==> config.mk <==
export PLATFORM = sky130hd
export DESIGN_NAME = register_file
export DESIGN_NICKNAME = d
export VERILOG_FILES = /design/src/rtl/register_file.sv
export SDC_FILE = /design/constraint.sdc
export NUM_CORES = 1
export LEC_CHECK = 0
export ABC_AREA = 0
export BUFFER_PORTS_ARGS = -buffer_cell sky130_fd_sc_hd__buf_2
export CAP_MARGIN = 40
export CORE_MARGIN = 1
export CORE_UTILIZATION = 40
export DETAILED_ROUTE_END_ITERATION = 10
export GPL_ROUTABILITY_DRIVEN = 0
export SYNTH_ARGS = -nofsm -noshare
export SYNTH_HDL_FRONTEND = slang
export SYNTH_SLANG_ARGS = --single-unit
==> constraint.sdc <==
create_clock -name clk -period 2.2 [get_ports clk]
set_input_delay 0.11 -clock clk [delete_from_list [all_inputs] [get_ports clk]]
set_output_delay 0.11 -clock clk [all_outputs]
set_load 0.05 [all_outputs]
==> src/rtl/register_file.sv <==
// register_file: 2**ADDR_WIDTH x WORD_LENGTH operand store, one write, two reads.
// Define ZERO_REG_EN to hardwire register 0 to zero.
module register_file #(
  parameter int WORD_LENGTH = 8,
  parameter int ADDR_WIDTH  = 3
) (
  input  logic                   clk,
  input  logic                   reset,
  input  logic                   reg_Write,
  input  logic [ADDR_WIDTH-1:0]  Write_Register,
  input  logic [WORD_LENGTH-1:0] Write_Data,
  input  logic [ADDR_WIDTH-1:0]  Read_Register_1,
  input  logic [ADDR_WIDTH-1:0]  Read_Register_2,
  output logic [WORD_LENGTH-1:0] Read_Data_1,
  output logic [WORD_LENGTH-1:0] Read_Data_2
);

  localparam int NREG = 1 << ADDR_WIDTH;

  logic [WORD_LENGTH-1:0] regs [NREG];
  logic                   wr_en;

`ifdef ZERO_REG_EN
  assign wr_en = reg_Write && (Write_Register != '0);
`else
  assign wr_en = reg_Write;
`endif

  // reset has priority, so an edge that meets reset never writes
  always_ff @(posedge clk or posedge reset) begin
    if (reset) begin
      for (int i = 0; i < NREG; i++)
        regs[i] <= '0;
    end else if (wr_en) begin
      regs[Write_Register] <= Write_Data;
    end
  end

`ifdef ZERO_REG_EN
  assign Read_Data_1 = (Read_Register_1 == '0) ? '0
                     : regs[Read_Register_1];
  assign Read_Data_2 = (Read_Register_2 == '0) ? '0
                     : regs[Read_Register_2];
`else
  assign Read_Data_1 = regs[Read_Register_1];
  assign Read_Data_2 = regs[Read_Register_2];
`endif

endmodule

==> run summary, run 1 <==
• launch instance of the worst register-to-register path: regs[16]
• maximum resistive drop on vdd: 0.000432 V
• Critical Path Source: regs[55]
• global routing usage summed across all routing layers: 18.2%
• number of buffers inserted by port buffering: 35
• Worst Slack Setup Final: 0.350 ns
• post-route antenna net violation count: 0
• max-capacitance violation count: 0
• shortest period the worst path allows: 1.85 ns
• gate count after technology mapping: 202
• root buffer selected by CTS: clkbuf_8
• outcome: complete, no violations
• crit path capture: Read_Data_1[7]
• net count reported at finish: 262
• clock latency at the later pin of the worst-skew pair: 0.33 ns
• Worst-path clk slew: 0.07 ns
• Seq cells post-synth: 64
• filler cell count: 747
• number of warnings reported in the yosys synthesis log: 0
• HP Class: in2reg
• area occupied by registers: 0.00160 mm^2
• layout cells sized above 1: 59.5%
• setup repair after global routing missed its margin: no
• period utilisation layout: 84.1%
• Die Y: 96.1 um
• effective utilization at floorplan: 42.3%
• Avg Vias per Cell: 5.73
• die area: 0.00924 mm^2
• H-tree levels: 3
• top layer in use: met4
• number of unique standard cell types used by synthesis: 14
• cts bufs inserted: 9
• Max Fanout on Critical Path: 3
• nets in the synthesized netlist: 222
• wire length per cell: 21.0 um
• Final Hold Viols: 0
• part of the Yosys area used for sequential elements: 45.2%
• total design power: 0.00362 W
• arrival time at the worst endpoint: 1.74 ns
• DRC violation count after routing: 0
• pin count of the biggest net entering global routing: 65
• number of flip-flops under the largest register name: 64
• utilization of the core after routing: 47.8%
• post-DP HPWL: 4830 um
• WS Path Type: reg2out
• category of the worst setup path capture point: output pin
• area used by multi-input combinational logic: 0.00184 mm^2
• register with the highest flop count: regs
• sort of element at the start of the critical path: register
• Register-to-Register Setup Slack: 1.42 ns
• setup skew after layout: 0 ns
• summed instance area of the synthesized netlist: 0.00354 mm^2
• antenna violations before repair: 0
• Max Root-Sink Buffers: 2
• Floorplan Core Area: 0.00838 mm^2
• worst setup slack after placement: 0.441 ns
• Worst Max-Slew Pin Slew: 0.630 ns
• routed via count: 2017
• wire length the detailed router placed on met1: 3490 um
• clock tree from TritonCTS: built
• via count of the first global-routing pass: 2090
• Rel. slew slack: 57.8%
• num ports: 36
• leading registers by flop count: regs: 64 flops
• number of failing setup endpoints in the final timing report: 0
• met2 wirelength from detailed routing: 3640 um
• wire length of the first global-routing pass: 11800 um
• cell leakage power: 1.76 nW
• Post-Syn Area per Cell: 17.5 um^2
• number of inserted diodes: 0
• placement row count: 33
• endpoint of the most critical register-to-register path: regs[16]
• CTS sink count: 64
• detailed route wirelength on metal3: 221 um
• width of the chip: 96.1 um
• required time of the critical path: 2.09 ns
• first-iteration detailed-routing DRC count: 64
• maximum operating frequency: 0.541 GHz
• pwr/cell area: 901 mW/mm^2
• Worst R2R Path Depth: 1
• P&R area growth vs syn: 13.2%
• length of the first detailed-routing pass in iterations: 4
• total negative slack for setup checks: 0 ns
• Total Routed Length: 7410 um
• final global-route overflow total: 0
• total count of max-transition violations in the final report: 0
layout by cell type (no fill, tap or decap), types with 2 or more instances in the layout:
cell type	synthesis	final
mux4_1	29	29
mux4_2	3	3
clkbuf_1	3	2
buf_2	8	35
nor4bb_2	0	3
clkinv_2	0	4
dfrtp_1	64	64
clkbuf_8	0	10
mux2_2	80	80
nand4b_1	3	3
buf_4	0	9
how the worst min path moves through the flow:
stage,end,slack (ns),startpoint,depth (start not counted)
after floorplan,regs[0],0.26,Write_Data[0],1
after global placement,regs[4],0.20,reset,3
after detailed placement,regs[36],0.21,reset,3
after CTS,regs[51],0.09,Write_Data[3],2
after global routing,regs[11],0.10,Write_Data[3],2
final,regs[51],0.11,Write_Data[3],2
cell type report:
cell class                      instances  share of cell area (%)
Clock buffer                           12                    3.62
Clock inverter                          4                   0.499
Inverter                                1                  0.0936
Multi-Input combinational cell        120                    45.8
Sequential cell                        64                    39.9
Tap cell                              105                    3.28
Timing Repair Buffer                   46                    6.80
through the flow:
step                instances  area, um^2  hold slack, ns
floorplan                 202        3540           0.261
global placement          335        3830           0.203
detailed placement        335        3830           0.206
CTS                       352        4010          0.0948
global route              352        4010           0.104
finish                    352        4010           0.110
kinds of logic after synthesis:
kind of cell / Yosys count / synth area share [%]
AND/OR/NAND/NOR: 8 / 2.44
multiplexers: 112 / 48.8
buffers and inverters: 18 / 3.53
flip-flops: 64 / 45.2
power breakdown:
group	total, W	internal, W	switching (W)	leakage [nW]
combinational	0.00114	0.000566	0.000574	0.899
sequential	0.00161	0.00144	0.000171	0.768
clock	0.000867	0.000433	0.000434	0.0899
worst max-delay path: stages, from the launching register on:
cell	delay [ns]
dfrtp_1	0.40
mux4_1	0.51
mux2_2	0.29
buf_2	0.21
timing repair:
item | in CTS | in global routing
setup buffers | 0 | 0
hold buffers | 1 | 0
resized for setup | 0 | 0
setup endpoints to repair | 0 | 0
endpoints found under the hold margin | 64 | 0
metal layers:
layer	track usage, %	up-vias
met4	4.85	0
met3	4.90	6
met1	24.7	1071
met2	29.0	34
met5	0	-
li1	-	906
cells in the mapped netlist:
cell type / number / share of area [%]
buf_1: 2 / 0.21
buf_12: 2 / 1.1
buf_2: 8 / 1.1
buf_6: 2 / 0.64
clkbuf_1: 3 / 0.32
dfrtp_1: 64 / 45
inv_1: 1 / 0.11
mux2_2: 80 / 25
mux4_1: 29 / 22
mux4_2: 3 / 1.9
nand4_1: 1 / 0.18
nand4b_1: 3 / 0.74
nor4b_4: 1 / 0.67
nor4bb_1: 3 / 0.85
(Power assumes the default switching activity.)
==> run 2, diff against run 1 <==
Clock period 2.2 ns to 1.7 ns, I/O delays scaled along.
==> run summary, run 2 (synthesis gave the netlist of run 1 again) <==
• final global-route overflow total: 0, unchanged
• number of buffers inserted by port buffering: 35, unchanged
• clock latency at the later pin of the worst-skew pair: 0.35 ns, was 0.33 ns
• Critical Path Source: regs[63], was regs[55]
• highest-count cells in the layout ignoring fill and taps: mux2_2, dfrtp_1, mux4_2, was mux2_2, dfrtp_1, buf_2
• Register-to-Register Setup Slack: 0.79 ns, was 1.42 ns
• wire length the detailed router placed on met1: 3340 um, was 3490 um
• Final Hold Viols: 0, unchanged
• required time of the critical path: 1.62 ns, was 2.09 ns
• Worst-path clk slew: 0.08 ns, was 0.07 ns
• post-route antenna net violation count: 0, unchanged
• Die Y: 96.1 um, unchanged
• worst setup slack after placement: 0.187 ns, was 0.441 ns
• number of flip-flops under the largest register name: 64, unchanged
• leading registers by flop count: regs: 64 flops, unchanged
• layout cells sized above 1: 71.0%, was 59.5%
• Rel. slew slack: 60.9%, was 57.8%
• Max Root-Sink Buffers: 2, unchanged
• num ports: 36, unchanged
• width of the chip: 96.1 um, unchanged
• via count of the first global-routing pass: 2180, was 2090
• die area: 0.00924 mm^2, unchanged
• first-iteration detailed-routing DRC count: 125, was 64
• Floorplan Core Area: 0.00838 mm^2, unchanged
• number of inserted diodes: 0, unchanged
• leading cell type in the layout, fill and taps excluded: mux2_2, unchanged
• net count reported at finish: 267, was 262
• HP Class: in2reg, unchanged
• total count of max-transition violations in the final report: 0, unchanged
• proportion of power drawn by the clock network: 27.1%, was 24.0%
• endpoint of the most critical register-to-register path: regs[55], was regs[16]
• Fin Hold WS: 0.0740 ns, was 0.110 ns
• maximum operating frequency: 0.563 GHz
• detailed route wirelength on metal3: 417 um, was 221 um
• number of failing setup endpoints in the final timing report: 16, was 0
• P&R area growth vs syn: 19.2%, was 13.2%
• antenna violations before repair: 0, unchanged
• crit path capture: Read_Data_2[7], was Read_Data_1[7]
• cts bufs inserted: 9, unchanged
• pin count of the biggest net entering global routing: 65, unchanged
• placement row count: 33, unchanged
• internal power of the cells: 0.00376 W, was 0.00244 W
• register with the highest flop count: regs, unchanged
• Worst R2R Path Depth: 2, was 1
• count of non-filler cells in the finished layout: 357, was 352
• arrival time at the worst endpoint: 1.69 ns, was 1.74 ns
• routed via count: 2049, was 2017
• total design power: 0.00543 W, was 0.00362 W
• setup skew after layout: 0 ns, unchanged
• total negative slack for setup checks: -0.888 ns, was 0 ns
• pwr/cell area: 1290 mW/mm^2, was 901 mW/mm^2
• wire length per cell: 21.8 um, was 21.0 um
• cell leakage power: 1.79 nW, was 1.76 nW
• DRC violation count after routing: 0, unchanged
• Max Fanout on Critical Path: 3, unchanged
• master of the slowest instance on the critical path: mux4_2, was mux4_1
• Total Routed Length: 7780 um, was 7410 um
• category of the worst setup path capture point: output pin, unchanged
• max-capacitance violation count: 0, unchanged
• met2 wirelength from detailed routing: 3890 um, was 3640 um
• maximum resistive drop on vdd: 0.000557 V, was 0.000432 V
• number of placed cells counting well taps: 337, was 335
• failing checks: negative setup slack
• setup repair after global routing missed its margin: yes, was no
• Worst Max-Slew Pin Slew: 0.583 ns, was 0.630 ns
• wire length of the first global-routing pass: 12200 um, was 11800 um
• H-tree levels: 3, unchanged
• switching power as a share of total power: 30.8%, was 32.6%
• length of the first detailed-routing pass in iterations: 4, unchanged
• post-DP HPWL: 4800 um, was 4830 um
• Comb pwr share: 34.0%, was 31.5%
• global routing usage summed across all routing layers: 19.0%, was 18.2%
• delay of the slowest cell on the worst path: 0.47 ns, was 0.51 ns
• Avg Vias per Cell: 5.74, was 5.73
• shortest period the worst path allows: 1.78 ns
• WS Path Type: reg2out, unchanged
• Sw Pwr: 0.00167 W, was 0.00118 W
• CTS sink count: 64, unchanged
• Worst Slack Setup Final: -0.0773 ns, was 0.350 ns
• launch instance of the worst register-to-register path: regs[55], was regs[16]
• period utilisation layout: 105%
• list of cells traversed by the critical path: mux4_2 > mux2_4 > buf_8, was mux4_1 > mux2_2 > buf_2
• top layer in use: met4, unchanged
• root buffer selected by CTS: clkbuf_8, unchanged
• clock tree from TritonCTS: built, unchanged
• sort of element at the start of the critical path: register, unchanged
• outcome: finished, violations left, was complete, no violations
• effective utilization at floorplan: 42.3%, unchanged
• sequential power share: 38.9%, was 44.5%
## run 2: cell count changes in the layout (fill, tap and decap cells not counted), sizes merged
cell,change
clkinvlp,+2
clkbuf,-1
bufinv,+2
clkinv,-3
buf,+5
## run 2: worst min path at each step
stage                  start  endpoint  slack, ns  cells past startpoint
2_1_floorplan  Write_Data[0]   regs[0]       0.24                      1
5_1_grt        Write_Data[5]  regs[21]       0.07                      2
4_1_cts        Write_Data[7]  regs[23]       0.07                      2
3_5_place_dp           reset  regs[44]       0.18                      3
3_3_place_gp           reset  regs[44]       0.18                      3
6_report       Write_Data[6]  regs[14]       0.07                      2
## run 2: final cells by class
cell class                 instances  area, um^2
fill                             739        4160
sequential                        64        1600
inverter                           1        3.75
clock inverter                     5        80.1
multi-input combinational        120        1790
clock buffer                      11         141
timing repair buffer              51         480
tap                              105         131
## run 2: timing repair
action,4_1_cts,5_1_grt
hold buffers,1,0
cloned,0,0
endpoints found under the hold margin,64,0
buffers inserted,3,0
setup endpoints to repair,16,16
gates resized for setup,67,16
## run 2: critical path, delay by kind of cell (launching register included)
kind     cells  cell delay (ns)
mux          2             0.77
flops        1             0.42
buf+inv      1             0.15
## run 2: power groups by stage
stage                     clock (W)  combinational (W)  sequential [W]
after floorplan                   0            0.00125         0.00202
after global placement            0            0.00148         0.00209
after detailed placement          0            0.00150         0.00211
after CTS                   0.00151            0.00181         0.00210
after global routing        0.00157            0.00195         0.00216
final                       0.00147            0.00184         0.00212
## run 2: layer usage
layer	track usage, %	up-vias
met5	0	-
met4	5.35	0
met3	5.53	9
met2	31.6	55
met1	24.2	1094
li1	-	891
## run 2: stage by stage
step	cell area (um^2)	utilization (%)
6_report	4230	50.4
2_1_floorplan	3540	-
5_1_grt	4230	50.4
3_3_place_gp	3870	46.2
3_5_place_dp	3870	46.2
4_1_cts	4230	50.4
==> run 3, diff against run 2 <==
Settings changed: BUFFER_PORTS_ARGS -buffer_cell sky130_fd_sc_hd__buf_2 to -buffer_cell sky130_fd_sc_hd__clkbuf_2, SKIP_LAST_GASP from default to 1.
==> run summary, run 3 (synthesis gave the netlist of run 1 again) <==
• highest-count cells in the layout ignoring fill and taps: mux2_2, dfrtp_1, mux4_2, unchanged
• Floorplan Core Area: 0.00838 mm^2, unchanged
• length of the first detailed-routing pass in iterations: 4, unchanged
• number of cells on the critical path: 3, unchanged
• leading registers by flop count: regs: 64 flops, unchanged
• Final Hold Viols: 0, unchanged
• post-DP HPWL: 4770 um, was 4800 um
• register with the highest flop count: regs, unchanged
• effective utilization at floorplan: 42.3%, unchanged
• final global-route overflow total: 0, unchanged
• P&R area growth vs syn: 22.6%, was 19.2%
• clock tree from TritonCTS: built, unchanged
• Max Fanout on Critical Path: 3, unchanged
• CTS sink count: 64, unchanged
• DRC violation count after routing: 0, unchanged
• Total Routed Length: 7600 um, was 7780 um
• pin count of the biggest net entering global routing: 65, unchanged
• number of inserted diodes: 0, unchanged
• maximum resistive drop on vdd: 0.000528 V, was 0.000557 V
• via count of the first global-routing pass: 2192, was 2180
• Die Y: 96.1 um, unchanged
• width of the chip: 96.1 um, unchanged
• die area: 0.00924 mm^2, unchanged
• cts bufs inserted: 9, unchanged
• net count reported at finish: 274, was 267
• Avg Vias per Cell: 5.60, was 5.74
• list of cells traversed by the critical path: mux4_2 > mux2_4 > clkbuf_16, was mux4_2 > mux2_4 > buf_8
• Worst-path clk slew: 0.07 ns, was 0.08 ns
• number of flip-flops under the largest register name: 64, unchanged
• shortest period the worst path allows: 1.77 ns, was 1.78 ns
• Worst R2R Path Depth: 3, was 2
• pwr/cell area: 1280 mW/mm^2, was 1290 mW/mm^2
• master of the slowest instance on the critical path: mux4_2, unchanged
• cell family with the largest share of critical-path delay: multiplexers, unchanged
• root buffer selected by CTS: clkbuf_8, unchanged
• first-iteration detailed-routing DRC count: 118, was 125
• number of placed cells counting well taps: 339, was 337
• utilization of the core after routing: 51.8%, was 50.4%
• arrival time at the worst endpoint: 1.68 ns, was 1.69 ns
• Worst Slack Setup Final: -0.0652 ns, was -0.0773 ns
• Worst Max-Slew Pin Slew: 0.584 ns, was 0.583 ns
• sort of element at the start of the critical path: register, unchanged
• placement row count: 33, unchanged
• HP Class: in2reg, unchanged
• clock latency at the later pin of the worst-skew pair: 0.33 ns, was 0.35 ns
• category of the worst setup path capture point: output pin, unchanged
• outcome: finished, violations left, unchanged
• maximum operating frequency: 0.567 GHz, was 0.563 GHz
• failing checks: negative setup slack, unchanged
• cell leakage power: 1.85 nW, was 1.79 nW
• total buffers and inverters traversed by the critical path: 1, unchanged
• Max Root-Sink Buffers: 2, unchanged
• delay of the slowest cell on the worst path: 0.47 ns, about the same
• post-route antenna net violation count: 0, unchanged
• H-tree levels: 3, unchanged
• global routing usage summed across all routing layers: 18.7%, was 19.0%
• number of cells on the worst hold path: 2, unchanged
• worst setup slack after placement: 0.146 ns, was 0.187 ns
• wire length per cell: 20.9 um, was 21.8 um
• count of non-filler cells in the finished layout: 364, was 357
• layout cells sized above 1: 72.2%, was 71.0%
• wire length of the first global-routing pass: 12200 um, about the same
• number of buffers inserted by port buffering: 35, unchanged
• period utilisation layout: 104%, was 105%
• routed via count: 2037, was 2049
• num ports: 36, unchanged
• max-capacitance violation count: 0, unchanged
• WS Path Type: reg2out, unchanged
• antenna violations before repair: 0, unchanged
• Register-to-Register Setup Slack: 0.67 ns, was 0.79 ns
• Rel. slew slack: 60.8%, was 60.9%
• setup skew after layout: 0 ns, unchanged
• setup repair after global routing missed its margin: yes, unchanged
• leading cell type in the layout, fill and taps excluded: mux2_2, unchanged
• number of failing setup endpoints in the final timing report: 16, unchanged
• Fin Hold WS: 0.102 ns, was 0.0740 ns
• total count of max-transition violations in the final report: 0, unchanged
• total negative slack for setup checks: -0.513 ns, was -0.888 ns
• required time of the critical path: 1.62 ns, about the same
[run 3: cell count changes in the layout (fill, tap and decap cells not counted), moves of 4 or more]
cell	change
buf_4	+7
clkbuf_16	+5
clkbuf_2	+19
buf_2	-19
buf_6	-4
[run 3: path summary, 6_finish.rpt]
kind	start	to
worst max-delay path	regs[31]	Read_Data_1[7]
worst min-delay path	Write_Data[2]	regs[18]
worst max register to register	regs[55]	regs[55]
worst min register to register	regs[6]	regs[6]
max in group asynchronous	reset	regs[24]
min in group asynchronous	reset	regs[4]
[run 3: timing repair]
action / 4_1_cts / 5_1_grt
hold buffers: 1 / 0
setup endpoints to repair: 16 / 16
setup buffers: 5 / 3
gates resized for setup: 76 / 13
hold endpoints to repair: 64 / 0
[run 3: report_power, final]
part | switching, W | leakage (nW) | internal (W)
Sequential | 0.000252 | 0.768 | 0.00186
Clock | 0.000585 | 0.106 | 0.000864
Combinational | 0.000827 | 0.978 | 0.00115
Total | 0.00166 | 1.85 | 0.00388
[run 3: per-layer routing]
layer	GRT usage, %	routed length (um)	up-vias
met1	25.0	3510	1077
met4	3.86	56	0
met2	30.4	3770	44
met3	5.37	267	10
met5	0	0	-
li1	-	-	906
[run 3: final cells by class]
type	instances	area [um^2]
fill	734	4040
multi-input combinational	120	1790
sequential	64	1600
timing repair buffer	58	598
clock buffer	11	141
tap	105	131
clock inverter	5	80.1
inverter	1	3.75
[run 3: through the flow]
step / total power, W / cell area [um^2]
6_report: 0.00554 / 4340
5_1_grt: 0.00581 / 4340
4_1_cts: 0.00550 / 4300
3_5_place_dp: 0.00361 / 3890
3_3_place_gp: 0.00357 / 3890
2_1_floorplan: 0.00327 / 3540
